$ cat config.mk
export PLATFORM = sky130hd
export DESIGN_NAME = dmem_access_ctrl
export DESIGN_NICKNAME = d
export VERILOG_FILES = /design/src/rtl/dmem_access_ctrl.sv
export SDC_FILE = /design/constraint.sdc
export NUM_CORES = 1
export LEC_CHECK = 0
export ABC_AREA = 1
export BUFFER_PORTS_ARGS = -buffer_cell sky130_fd_sc_hd__buf_2
export CORE_ASPECT_RATIO = 0.5
export CORE_UTILIZATION = 41
export DETAILED_ROUTE_END_ITERATION = 10
export GPL_ROUTABILITY_DRIVEN = 0
export GPL_TIMING_DRIVEN = 0
export PLACE_DENSITY_LB_ADDON = 0.15
export SLEW_MARGIN = 10
export SYNTH_ARGS = -nofsm -noshare
export SYNTH_HDL_FRONTEND = slang
export SYNTH_SLANG_ARGS = --single-unit
$ cat constraint.sdc
create_clock -name i_clk -period 1.7 [get_ports i_clk]
set_input_delay 0.34 -clock i_clk [delete_from_list [all_inputs] [get_ports i_clk]]
set_output_delay 0.34 -clock i_clk [all_outputs]
set_load 0.03 [all_outputs]
$ cat src/rtl/dmem_access_ctrl.sv
// dmem_access_ctrl: MEM-stage data-memory access controller.
// Loads and full-word stores go straight to the SRAM; byte/half stores run a
// read-modify-write. The pipeline is stalled (o_req_ready low) while busy.
// Optional feature macro: DMEM_MISALIGN_CHK_EN (misaligned-access error response).
module dmem_access_ctrl #(
  parameter int ADDR_WIDTH = 32,
  parameter int DATA_WIDTH = 32
) (
  input  logic                  i_clk,
  input  logic                  i_rst,
  input  logic                  i_req_valid,
  output logic                  o_req_ready,
  input  logic                  i_req_is_store,
  input  logic [2:0]            i_req_funct3,
  input  logic [ADDR_WIDTH-1:0] i_req_addr,
  input  logic [DATA_WIDTH-1:0] i_req_wdata,
  output logic                  o_rsp_valid,
  output logic [DATA_WIDTH-1:0] o_rsp_rdata,
  output logic                  o_rsp_err,
  output logic                  o_dmem_en,
  output logic                  o_dmem_we,
  output logic [ADDR_WIDTH-1:0] o_dmem_addr,
  output logic [DATA_WIDTH-1:0] o_dmem_wr_data,
  input  logic [DATA_WIDTH-1:0] i_dmem_rd_data
);

  localparam logic [2:0] F3_B  = 3'b000;
  localparam logic [2:0] F3_H  = 3'b001;
  localparam logic [2:0] F3_W  = 3'b010;
  localparam logic [2:0] F3_BU = 3'b100;
  localparam logic [2:0] F3_HU = 3'b101;

  typedef enum logic [2:0] {S_IDLE, S_RD, S_RDW, S_WR, S_RSP} state_e;

  state_e                state_q, state_d;
  logic                  is_store_q, is_store_d;
  logic [2:0]            f3_q, f3_d;
  logic [ADDR_WIDTH-1:0] addr_q, addr_d;
  logic [DATA_WIDTH-1:0] wdata_q, wdata_d;
  logic [DATA_WIDTH-1:0] rdata_q, rdata_d;
  logic                  err_q, err_d;

  logic       accept, supported, misal;
  logic [7:0] rd_byte;
  logic [15:0] rd_half;

  // Request decode at the IDLE boundary: legal funct3 and (optionally) alignment.
  always_comb begin
    accept    = i_req_valid && (state_q == S_IDLE);
    supported = i_req_is_store ? (i_req_funct3 inside {F3_B, F3_H, F3_W})
                               : (i_req_funct3 inside {F3_B, F3_H, F3_W, F3_BU, F3_HU});
`ifdef DMEM_MISALIGN_CHK_EN
    misal = supported &&
            ((((i_req_funct3 == F3_H) || (i_req_funct3 == F3_HU)) && i_req_addr[0]) ||
             ((i_req_funct3 == F3_W) && (i_req_addr[1:0] != 2'b00)));
`else
    misal = 1'b0;
`endif
  end

  // State register plus latched request/response datapath.
  always_ff @(posedge i_clk) begin
    if (i_rst) begin
      state_q    <= S_IDLE;
      is_store_q <= 1'b0;
      f3_q       <= 3'b000;
      addr_q     <= '0;
      wdata_q    <= '0;
      rdata_q    <= '0;
      err_q      <= 1'b0;
    end else begin
      state_q    <= state_d;
      is_store_q <= is_store_d;
      f3_q       <= f3_d;
      addr_q     <= addr_d;
      wdata_q    <= wdata_d;
      rdata_q    <= rdata_d;
      err_q      <= err_d;
    end
  end

  // Next-state logic; rejected or misaligned requests skip straight to RSP.
  always_comb begin
    state_d = state_q;
    case (state_q)
      S_IDLE: if (accept) begin
        if (!supported || misal)                      state_d = S_RSP;
        else if (i_req_is_store && i_req_funct3 == F3_W) state_d = S_WR;
        else                                          state_d = S_RD;
      end
      S_RD:    state_d = S_RDW;
      S_RDW:   state_d = is_store_q ? S_WR : S_RSP;
      S_WR:    state_d = S_RSP;
      S_RSP:   state_d = S_IDLE;
      default: state_d = S_IDLE;
    endcase
  end

  // Lane selection from the SRAM read word (little-endian).
  always_comb begin
    case (addr_q[1:0])
      2'd0:    rd_byte = i_dmem_rd_data[7:0];
      2'd1:    rd_byte = i_dmem_rd_data[15:8];
      2'd2:    rd_byte = i_dmem_rd_data[23:16];
      default: rd_byte = i_dmem_rd_data[31:24];
    endcase
    rd_half = addr_q[1] ? i_dmem_rd_data[31:16] : i_dmem_rd_data[15:0];
  end

  // Datapath: latch at accept, then extend load data or merge store bytes in RDW.
  always_comb begin
    is_store_d = is_store_q;
    f3_d       = f3_q;
    addr_d     = addr_q;
    wdata_d    = wdata_q;
    rdata_d    = rdata_q;
    err_d      = err_q;
    if (accept) begin
      is_store_d = i_req_is_store;
      f3_d       = i_req_funct3;
      addr_d     = i_req_addr;
      wdata_d    = i_req_wdata;
      rdata_d    = '0;
      err_d      = misal;
    end else if (state_q == S_RDW) begin
      if (is_store_q) begin
        wdata_d = i_dmem_rd_data;
        if (f3_q == F3_B) begin
          case (addr_q[1:0])
            2'd0:    wdata_d[7:0]   = wdata_q[7:0];
            2'd1:    wdata_d[15:8]  = wdata_q[7:0];
            2'd2:    wdata_d[23:16] = wdata_q[7:0];
            default: wdata_d[31:24] = wdata_q[7:0];
          endcase
        end else if (addr_q[1]) begin
          wdata_d[31:16] = wdata_q[15:0];
        end else begin
          wdata_d[15:0]  = wdata_q[15:0];
        end
      end else begin
        case (f3_q)
          F3_B:    rdata_d = {{24{rd_byte[7]}}, rd_byte};
          F3_BU:   rdata_d = {24'd0, rd_byte};
          F3_H:    rdata_d = {{16{rd_half[15]}}, rd_half};
          F3_HU:   rdata_d = {16'd0, rd_half};
          default: rdata_d = i_dmem_rd_data;
        endcase
      end
    end
  end

  // Outputs decoded from the state register or driven straight from flops.
  always_comb begin
    o_req_ready    = (state_q == S_IDLE);
    o_rsp_valid    = (state_q == S_RSP);
    o_dmem_en      = (state_q == S_RD) || (state_q == S_WR);
    o_dmem_we      = (state_q == S_WR);
    o_dmem_addr    = {addr_q[ADDR_WIDTH-1:2], 2'b00};
    o_dmem_wr_data = wdata_q;
    o_rsp_rdata    = rdata_q;
    o_rsp_err      = err_q;
  end

endmodule

==> impl_metrics.env, run 1 <==
export IMPL_grt_pass1_vias=5579
export IMPL_drv_cap=0
export IMPL_reg2regPathDepth=10
export IMPL_power_per_cell_area_nw_per_um2=1000
export IMPL_stdcell_count=1290
export IMPL_worst_path_max_fanout=10
export IMPL_synth_warnings=0
export IMPL_peakVddDrop_mv=0.493
export IMPL_max_clock_freq_mhz=630
export IMPL_crit_chain="buf_2 > inv_2 > nand2_1 > nand2_1 > nand3_1 > nand3_2 > clkbuf_4 > nand3_1 > nand2_1 > inv_1"
export IMPL_synth_area_um2=5760
export IMPL_slew_headroom=0.528
export IMPL_ios=204
export IMPL_rsz0062_at_grt="false"
export IMPL_worstMarginPinSlew_ns=0.698
export IMPL_die_w_um=170
export IMPL_die_area_um2=14600
export IMPL_antennaDiodeCount=0
export IMPL_drtPass1Iterations=5
export IMPL_ant_nets=0
export IMPL_dr_total_vias=6269
export IMPL_period_minus_slack_ns=1.59
export IMPL_hold_viol=0
export IMPL_fin_setup_tns_ns=0
export IMPL_cp_common_cell="nand2_1"
export IMPL_startpoint_type="flip-flop"
export IMPL_ys_ff_latch=103
export IMPL_ys_types=35
export IMPL_max_stage_delay_ns=0.30
export IMPL_grt_max_degree=17
export IMPL_cts_tree="built"
export IMPL_insertion_delay_ns=0.34
export IMPL_place_inst=1276
export IMPL_slowest_stage="dfxtp_1"
export IMPL_nets=1197
export IMPL_reg2reg_to="o_rsp_rdata[11]$_SDFFE_PP0P_"
export IMPL_ys_seq_area_frac=0.358
export IMPL_grt_antenna_before_repair=0
export IMPL_fin_crit_sh=0.933
export IMPL_avgViaCountPerCell=4.86
export IMPL_fp_dieH_um=85.8
export IMPL_setup_worst_path_end_class="flip-flop"
export IMPL_cts_sinks=103
export IMPL_worstReg2RegStart="addr_q[1]$_SDFFE_PP0P_"
export IMPL_grt_pass1_wl_um=28700
export IMPL_fill_cells=1435
export IMPL_worstSetupEndpoint="o_rsp_rdata[11]$_SDFFE_PP0P_"
export IMPL_rrSetupSlack_ns=0.11
export IMPL_syn_inst=882
export IMPL_cp_required_ns=1.94
export IMPL_critPathLaunch="addr_q[1]$_SDFFE_PP0P_"
export IMPL_path_class="reg2reg"
export IMPL_clockRootBuffer="clkbuf_16"
export IMPL_cts_path_max_buffers=2
export IMPL_total_leakage_power_nw=3.93
export IMPL_dp_hpwl_um=14600
export IMPL_drv_slew=0
export IMPL_drive_gt1_frac=0.289
export IMPL_clk_pin_slew_worst_paths_ns=0.07
export IMPL_core_area_um2=13600
export IMPL_area_growth_pct=28.0
export IMPL_routed_wl_um=18600
export IMPL_hold_path_class="in2reg"
export IMPL_skew_ns=0.00782
export IMPL_ctsHtreeMaxLevel=3
export IMPL_cts_buffers=9
export IMPL_start_util=0.423
export IMPL_ctsHoldBuffers=0
export IMPL_overflow=0
export IMPL_io_buffer_count=200
export IMPL_row_count=30
export IMPL_drt_iter0_drc=431
export IMPL_syn_area_per_cell_um2=6.54
export IMPL_gr_usage_all_layers=0.255
export IMPL_wl_per_cell_um=14.5
export IMPL_finalSetupViolations=0
export IMPL_status="completed"
export IMPL_drc=0
export IMPL_critPathArrivalTime_ns=1.83
-- flip-flops by register name, indices dropped and copies added (netlist names) --
name	cells
state_q	3
is_store_q	1
o_rsp_rdata	32
f3_q	3
o_dmem_wr_data	32
addr_q	32
-- per-layer routing --
metal / GRT usage / up-vias / part of all wire
met2: 0.398 / 240 / 0.43
li1: - / 3219 / -
met4: 0.0401 / 0 / 0.0059
met3: 0.0826 / 16 / 0.10
met5: 0 / - / 0
met1: 0.348 / 2794 / 0.46
-- metrics by stage --
| step | setup slack, ns | utilization | instance area [µm²] | hold slack (ns) | power (mW) |
|---|---|---|---|---|---|
| after floorplan | 0.279 | - | 5770 | 0.444 | 4.31 |
| after global placement | 0.134 | 0.515 | 7010 | 0.449 | 4.97 |
| after detailed placement | 0.0892 | 0.515 | 7010 | 0.455 | 5.00 |
| after CTS | 0.0488 | 0.539 | 7350 | 0.226 | 7.38 |
| after global routing | 0.00725 | 0.542 | 7380 | 0.238 | 7.75 |
| final | 0.114 | 0.542 | 7380 | 0.234 | 7.38 |
-- cell families (layout without fill, tap and decap cells) --
kind of cell | after synthesis | count (layout) | share of synthesized area
AO/OA/AOI/OAI | 197 | 197 | 0.186
AND/OR/NAND/NOR | 421 | 421 | 0.309
flip-flops | 103 | 103 | 0.358
other | 1 | 3 | 0.000651
buffers and inverters | 160 | 374 | 0.146
-- critical path: cells and delay by family (launching register included) --
family / cells / cell delay (ns)
buf+inv: 4 / 0.57
flops: 1 / 0.30
simple gates: 6 / 0.62
-- cells in the final DEF (no fill, tap or decap), types with 4 or more instances in the layout --
master and instances:
buf_4 48, nand2_1 284, nand3_2 4, clkbuf_16 9, o21a_1 24, a21oi_1 87
buf_2 217, o21ai_0 72, nand3_1 65, inv_1 65, nor2_1 42, dfxtp_1 101
buf_6 5, or2_1 4, inv_2 8, clkbuf_1 12
-- synthesized netlist by cell type (all sizes together) --
cell      n  area share
o21ai    75       0.065
nor3      2      0.0017
a41oi     1      0.0015
nand4     4      0.0054
conb      1     0.00065
inv      74       0.049
a22oi     1      0.0013
or2       9      0.0098
o21bai    3      0.0039
buf      72       0.088
o211ai    3      0.0039
a21oi    87       0.076
o22ai     1      0.0011
nor2     45       0.032
nand3    71       0.069
clkbuf   14      0.0091
nand2   290        0.19
o311ai    1      0.0015
a211oi    1      0.0013
dfxtp   103        0.36
o21a     24       0.031
-- worst min path at each step --
stage	startpoint	to	slack [ns]	cells past startpoint
final	i_req_addr[31]	addr_q[31]$_SDFFE_PP0P_	0.23	3
after CTS	i_req_addr[9]	addr_q[9]$_SDFFE_PP0P_	0.23	3
after global placement	o_dmem_wr_data[29]$_SDFFE_PP0P_	o_dmem_wr_data[29]$_SDFFE_PP0P_	0.45	2
after floorplan	addr_q[29]$_SDFFE_PP0P_	addr_q[29]$_SDFFE_PP0P_	0.44	2
after global routing	i_req_addr[31]	addr_q[31]$_SDFFE_PP0P_	0.24	3
after detailed placement	addr_q[9]$_SDFFE_PP0P_	addr_q[9]$_SDFFE_PP0P_	0.46	2
-- what timing repair did --
item | 4_1_cts | 5_1_grt
setup buffers | 0 | 0
endpoints found under the setup margin | 0 | 33
resized for setup | 0 | 17
hold endpoints to repair | 0 | 0
-- area by class of cell --
class | count | area, µm² | share of cell area
Inverter | 74 | 280 | 0.0380
Buffer | 85 | 566 | 0.0766
Sequential cell | 103 | 2060 | 0.280
Multi-Input combinational cell | 621 | 2890 | 0.392
Tap cell | 192 | 240 | 0.0325
Timing Repair Buffer | 200 | 1000 | 0.136
Clock inverter | 5 | 106 | 0.0144
Clock buffer | 10 | 229 | 0.0310
-- power by group --
| group | internal, mW | leakage [nW] | switching (mW) |
|---|---|---|---|
| sequential | 2.60 | 0.843 | 0.113 |
| clock | 1.44 | 0.159 | 0.956 |
| combinational | 0.755 | 2.93 | 1.51 |
Note: power is estimated with default switching activity, not from simulation.
==> inputs of run 2 (changes only) <==
--- a/config.mk
+++ b/config.mk
@@ -13,6 +13,7 @@
 export GPL_ROUTABILITY_DRIVEN = 0
 export GPL_TIMING_DRIVEN = 0
 export PLACE_DENSITY_LB_ADDON = 0.15
+export REMOVE_ABC_BUFFERS = 1
 export SLEW_MARGIN = 10
 export SYNTH_ARGS = -nofsm -noshare
 export SYNTH_HDL_FRONTEND = slang
==> impl_metrics.env, run 2 (synthesis gave the netlist of run 1 again) <==
export IMPL_max_stage_delay_ns=0.38
export IMPL_max_clock_freq_mhz=620
export IMPL_wl_per_cell_um=15.7
export IMPL_final_common_cell="nand2_1"
export IMPL_period_minus_slack_ns=1.61
export IMPL_setup_worst_path_end_class="output pin"
export IMPL_cp_required_ns=1.36
export IMPL_total_leakage_power_nw=3.69
export IMPL_final_area_um2=7160
export IMPL_finalSetupViolations=0
export IMPL_peakVddDrop_mv=0.534
export IMPL_grt_pass1_wl_um=28500
export IMPL_worst_path_max_fanout=8
export IMPL_met3_length_um=1990
export IMPL_drv_slew=0
export IMPL_whs_ns=0.222
export IMPL_critPathArrivalTime_ns=1.27
export IMPL_top_layer_used="met5"
export IMPL_overflow=0
export IMPL_row_count=30
export IMPL_power_per_cell_area_nw_per_um2=990
export IMPL_slowest_stage="dfxtp_2"
export IMPL_ctsHtreeMaxLevel=3
export IMPL_nets=1135
export IMPL_drc=0
export IMPL_drt_iter0_drc=619
export IMPL_status="completed"
export IMPL_cts_sinks=103
export IMPL_grt_pass1_vias=5329
export IMPL_cts_tree="built"
export IMPL_fin_setup_tns_ns=0
export IMPL_post_dp_cell_area_um2=6490
export IMPL_dr_wl_met2_um=7840
export IMPL_cts_path_max_buffers=2
export IMPL_fin_total_pwr_mw=7.08
export IMPL_drive_gt1_frac=0.265
export IMPL_die_area_um2=14600
export IMPL_final_cell_mix="nand2_1, buf_2, dfxtp_1"
export IMPL_hold_viol=0
export IMPL_fp_dieH_um=85.8
export IMPL_ant_nets=0
export IMPL_clk_pin_slew_worst_paths_ns=0.08
export IMPL_routed_wl_um=19300
export IMPL_hold_path_class="in2reg"
export IMPL_dp_hpwl_um=12200
export IMPL_path_class="reg2out"
export IMPL_io_buffer_count=200
export IMPL_place_inst=1191
export IMPL_ctsHoldBuffers=0
export IMPL_cts_buffers=9
export IMPL_area_growth_pct=24.1
export IMPL_avgViaCountPerCell=5.03
export IMPL_insertion_delay_ns=0.35
export IMPL_startpoint_type="flip-flop"
export IMPL_skew_ns=0.0102
export IMPL_drtPass1Iterations=5
export IMPL_core_area_um2=13600
export IMPL_drv_cap=0
export IMPL_ios=204
export IMPL_dr_total_vias=6192
export IMPL_die_w_um=170
export IMPL_start_util=0.423
export IMPL_worstMarginPinSlew_ns=0.670
export IMPL_m1WireLength_um=9140
export IMPL_gr_usage_all_layers=0.254
export IMPL_stdcell_count=1230
export IMPL_grt_antenna_before_repair=2
export IMPL_clockRootBuffer="clkbuf_16"
export IMPL_grt_max_degree=49
export IMPL_fin_crit_sh=0.948
export IMPL_slew_headroom=0.548
export IMPL_crit_chain="nor2_4 > nand2_1 > inv_1 > clkbuf_4"
==> run 2: area by class of cell <==
class	instances	area, µm²
diodes	1	2.50
clock buffers	10	239
clock inverters	6	50.0
fillers	1433	6470
inverters	74	324
multi-input cells	626	3030
flip-flops and latches	103	2070
well taps	192	240
repair buffers	217	1190
repair inverters	1	5.00
==> run 2: routing by layer <==
metal / vias to the layer above / GRT usage
li1: 3112 / -
met1: 2784 / 0.363
met2: 268 / 0.365
met3: 26 / 0.0789
met4: 2 / 0.0680
met5: - / 0
==> run 2: per-stage QoR <==
step | util | setup slack [ns]
2_1_floorplan | - | -1.92
3_3_place_gp | 0.474 | -3.88
3_5_place_dp | 0.476 | -1.24
4_1_cts | 0.511 | 0.00490
5_1_grt | 0.525 | -0.00288
6_report | 0.525 | 0.0876
==> run 2: path summary, 6_finish.rpt <==
| path | from | end | slack, ns | cells past startpoint |
|---|---|---|---|---|
| worst max-delay path | state_q[1]$_SDFFE_PP0P_ | o_req_ready | 0.09 | 4 |
| worst min-delay path | i_req_addr[17] | addr_q[17]$_SDFFE_PP0P_ | 0.22 | 3 |
| worst max register to register | f3_q[0]$_SDFFE_PP0P_ | o_dmem_wr_data[7]$_SDFFE_PP0P_ | 0.10 | 8 |
| worst min register to register | addr_q[17]$_SDFFE_PP0P_ | addr_q[17]$_SDFFE_PP0P_ | 0.46 | 2 |
==> run 2: repair_timing <==
| action | in CTS | in global routing |
|---|---|---|
| pin swaps | 4 | 6 |
| resized for setup | 20 | 26 |
| setup buffers | 7 | 8 |
| cloned | 4 | 3 |
| setup endpoints to repair | 103 | 68 |
==> run 2: critical path: cells and delay by family, from the launching register on <==
family | cells | cell delay [ns]
buf+inv | 2 | 0.33
flops | 1 | 0.38
simple gates | 2 | 0.21
==> run 2: power by group <==
part	total [mW]	internal (mW)	switching, mW
sequential	2.76	2.61	0.159
combinational	2.23	0.684	1.54
clock	2.09	1.06	1.04
total	7.08	4.35	2.74
==> inputs of run 3 (changes only) <==
--- a/config.mk
+++ b/config.mk
@@ -7,6 +7,7 @@
 export LEC_CHECK = 0
 export ABC_AREA = 1
 export BUFFER_PORTS_ARGS = -buffer_cell sky130_fd_sc_hd__buf_2
+export CAP_MARGIN = 0
 export CORE_ASPECT_RATIO = 0.5
 export CORE_UTILIZATION = 41
 export DETAILED_ROUTE_END_ITERATION = 10
@@ -14,7 +15,7 @@
 export GPL_TIMING_DRIVEN = 0
 export PLACE_DENSITY_LB_ADDON = 0.15
 export REMOVE_ABC_BUFFERS = 1
-export SLEW_MARGIN = 10
+export SLEW_MARGIN = 25
 export SYNTH_ARGS = -nofsm -noshare
 export SYNTH_HDL_FRONTEND = slang
 export SYNTH_SLANG_ARGS = --single-unit
==> constraint.sdc (replaced) <==
create_clock -name i_clk -period 1.9 [get_ports i_clk]
set_input_delay 0.38 -clock i_clk [delete_from_list [all_inputs] [get_ports i_clk]]
set_output_delay 0.38 -clock i_clk [all_outputs]
set_load 0.03 [all_outputs]
==> impl_metrics.env, run 3 (synthesis gave the netlist of run 1 again) <==
export IMPL_routed_wl_um=18200
export IMPL_rrSetupSlack_ns=0.14
export IMPL_crit_chain="nor2_4 > nand3_4 > buf_16 > nand3_4 > nand2_2 > inv_2 > o21ai_0 > nor2_1"
export IMPL_period_minus_slack_ns=1.76
export IMPL_fin_total_pwr_mw=6.16
export IMPL_grt_max_degree=59
export IMPL_seq_area_um2=2070
export IMPL_dp_hpwl_um=12200
export IMPL_core_area_um2=13600
export IMPL_cp_depth=8
export IMPL_setup_worst_path_end_class="flip-flop"
export IMPL_fin_setup_tns_ns=0
export IMPL_path_class="reg2reg"
export IMPL_multiInputGateArea_um2=2920
export IMPL_ios=204
export IMPL_cp_top_family="simple AND/OR/NAND/NOR gates"
export IMPL_io_buffer_count=200
export IMPL_cts_buffers=9
export IMPL_drv_cap=0
export IMPL_clk_pin_slew_worst_paths_ns=0.08
export IMPL_worstMarginPinSlew_ns=0.629
export IMPL_reg2reg_to="o_dmem_wr_data[15]$_SDFFE_PP0P_"
export IMPL_worstReg2RegStart="state_q[0]$_SDFFE_PP0P_"
export IMPL_wl_per_cell_um=14.9
export IMPL_dr_total_vias=6054
export IMPL_cp_required_ns=2.18
export IMPL_ctsHtreeMaxLevel=3
export IMPL_grt_antenna_before_repair=2
export IMPL_slew_headroom=0.576
export IMPL_cts_path_max_buffers=2
export IMPL_die_w_um=170
export IMPL_insertion_delay_ns=0.35
export IMPL_skew_ns=0.00754
export IMPL_peakVddDrop_mv=0.470
export IMPL_hold_viol=0
export IMPL_cts_tree="built"
export IMPL_fill_cells=1471
export IMPL_overflow=0
export IMPL_worstSetupEndpoint="o_dmem_wr_data[15]$_SDFFE_PP0P_"
export IMPL_critPathLaunch="state_q[0]$_SDFFE_PP0P_"
export IMPL_start_util=0.423
export IMPL_cp_common_cell="nand3_4"
export IMPL_ctsHoldBuffers=0
export IMPL_grt_pass1_vias=5190
export IMPL_gr_usage_all_layers=0.244
export IMPL_reg2regPathDepth=8
export IMPL_startpoint_type="flip-flop"
export IMPL_rsz0062_at_grt="false"
export IMPL_utilization=0.510
export IMPL_ant_nets=0
export IMPL_fin_ws_ns=0.144
export IMPL_row_count=30
export IMPL_final_common_cell="nand2_1"
export IMPL_whs_ns=0.267
export IMPL_drive_gt1_frac=0.251
export IMPL_slowest_stage="dfxtp_1"
export IMPL_die_area_um2=14600
export IMPL_critPathArrivalTime_ns=2.04
export IMPL_drtPass1Iterations=6
export IMPL_max_clock_freq_mhz=570
export IMPL_finalSetupViolations=0
export IMPL_fin_crit_sh=0.924
export IMPL_nets=1124
export IMPL_fp_dieH_um=85.8
export IMPL_final_cell_mix="nand2_1, buf_2, dfxtp_1"
export IMPL_max_stage_delay_ns=0.37
export IMPL_grt_pass1_wl_um=27700
export IMPL_drc=0
export IMPL_avgViaCountPerCell=4.96
export IMPL_dpl_worst_slack_ns=-0.733
export IMPL_worst_path_max_fanout=29
export IMPL_cts_sinks=103
export IMPL_area_growth_pct=20.6
export IMPL_total_leakage_power_nw=3.62
export IMPL_hold_path_class="in2reg"
export IMPL_drt_iter0_drc=461
export IMPL_status="completed"
export IMPL_clockRootBuffer="clkbuf_16"
export IMPL_cp_buffers_inverters=2
export IMPL_power_per_cell_area_nw_per_um2=886
export IMPL_drv_slew=0
-- run 3: report_power, final --
group	leakage [nW]	switching [mW]	total [mW]	internal [mW]
registers	0.844	0.143	2.47	2.33
logic	2.63	1.29	1.85	0.559
clock network	0.136	0.895	1.84	0.943
-- run 3: layer usage --
layer	wire (µm)	part of all wire	track usage
met1	8990	0.49	0.357
met2	7420	0.41	0.354
met3	1690	0.093	0.0715
met4	114	0.0063	0.0442
met5	13	0.00071	0
-- run 3: metrics by stage --
step,instance area [µm²],cells
2_1_floorplan,5210,798
3_3_place_gp,6450,1190
3_5_place_dp,6500,1192
4_1_cts,6860,1212
5_1_grt,6950,1218
6_report,6950,1220
-- run 3: layout make-up --
cell class,count,share of cell area
timing repair inverter,1,0.000720
multi-input combinational,622,0.420
clock inverter,6,0.00720
inverter,74,0.0423
tap,192,0.0346
antenna,2,0.000720
timing repair buffer,210,0.162
clock buffer,10,0.0344
sequential,103,0.298
-- run 3: worst min path at each step --
stage | from | depth (start not counted) | endpoint | slack (ns)
3_5_place_dp | addr_q[20]$_SDFFE_PP0P_ | 2 | addr_q[20]$_SDFFE_PP0P_ | 0.45
3_3_place_gp | addr_q[22]$_SDFFE_PP0P_ | 2 | addr_q[22]$_SDFFE_PP0P_ | 0.45
2_1_floorplan | i_rst | 1 | addr_q[10]$_SDFFE_PP0P_ | 0.45
6_report | i_req_addr[17] | 3 | addr_q[17]$_SDFFE_PP0P_ | 0.27
4_1_cts | i_req_addr[17] | 3 | addr_q[17]$_SDFFE_PP0P_ | 0.26
5_1_grt | i_req_addr[14] | 3 | addr_q[14]$_SDFFE_PP0P_ | 0.26
-- run 3: worst register-to-register path, stage by stage (launching register included) --
cell and delay [ns]:
dfxtp_1 0.37, nor2_4 0.24, nand3_4 0.23, buf_16 0.25, nand3_4 0.10, nand2_2 0.14
inv_2 0.16, o21ai_0 0.09, nor2_1 0.13
-- run 3: what timing repair did --
item,in CTS,in global routing
setup endpoints to repair,97,58
gates resized for setup,10,6
pin swaps,2,1
gates cloned,2,1
buffers inserted,2,5
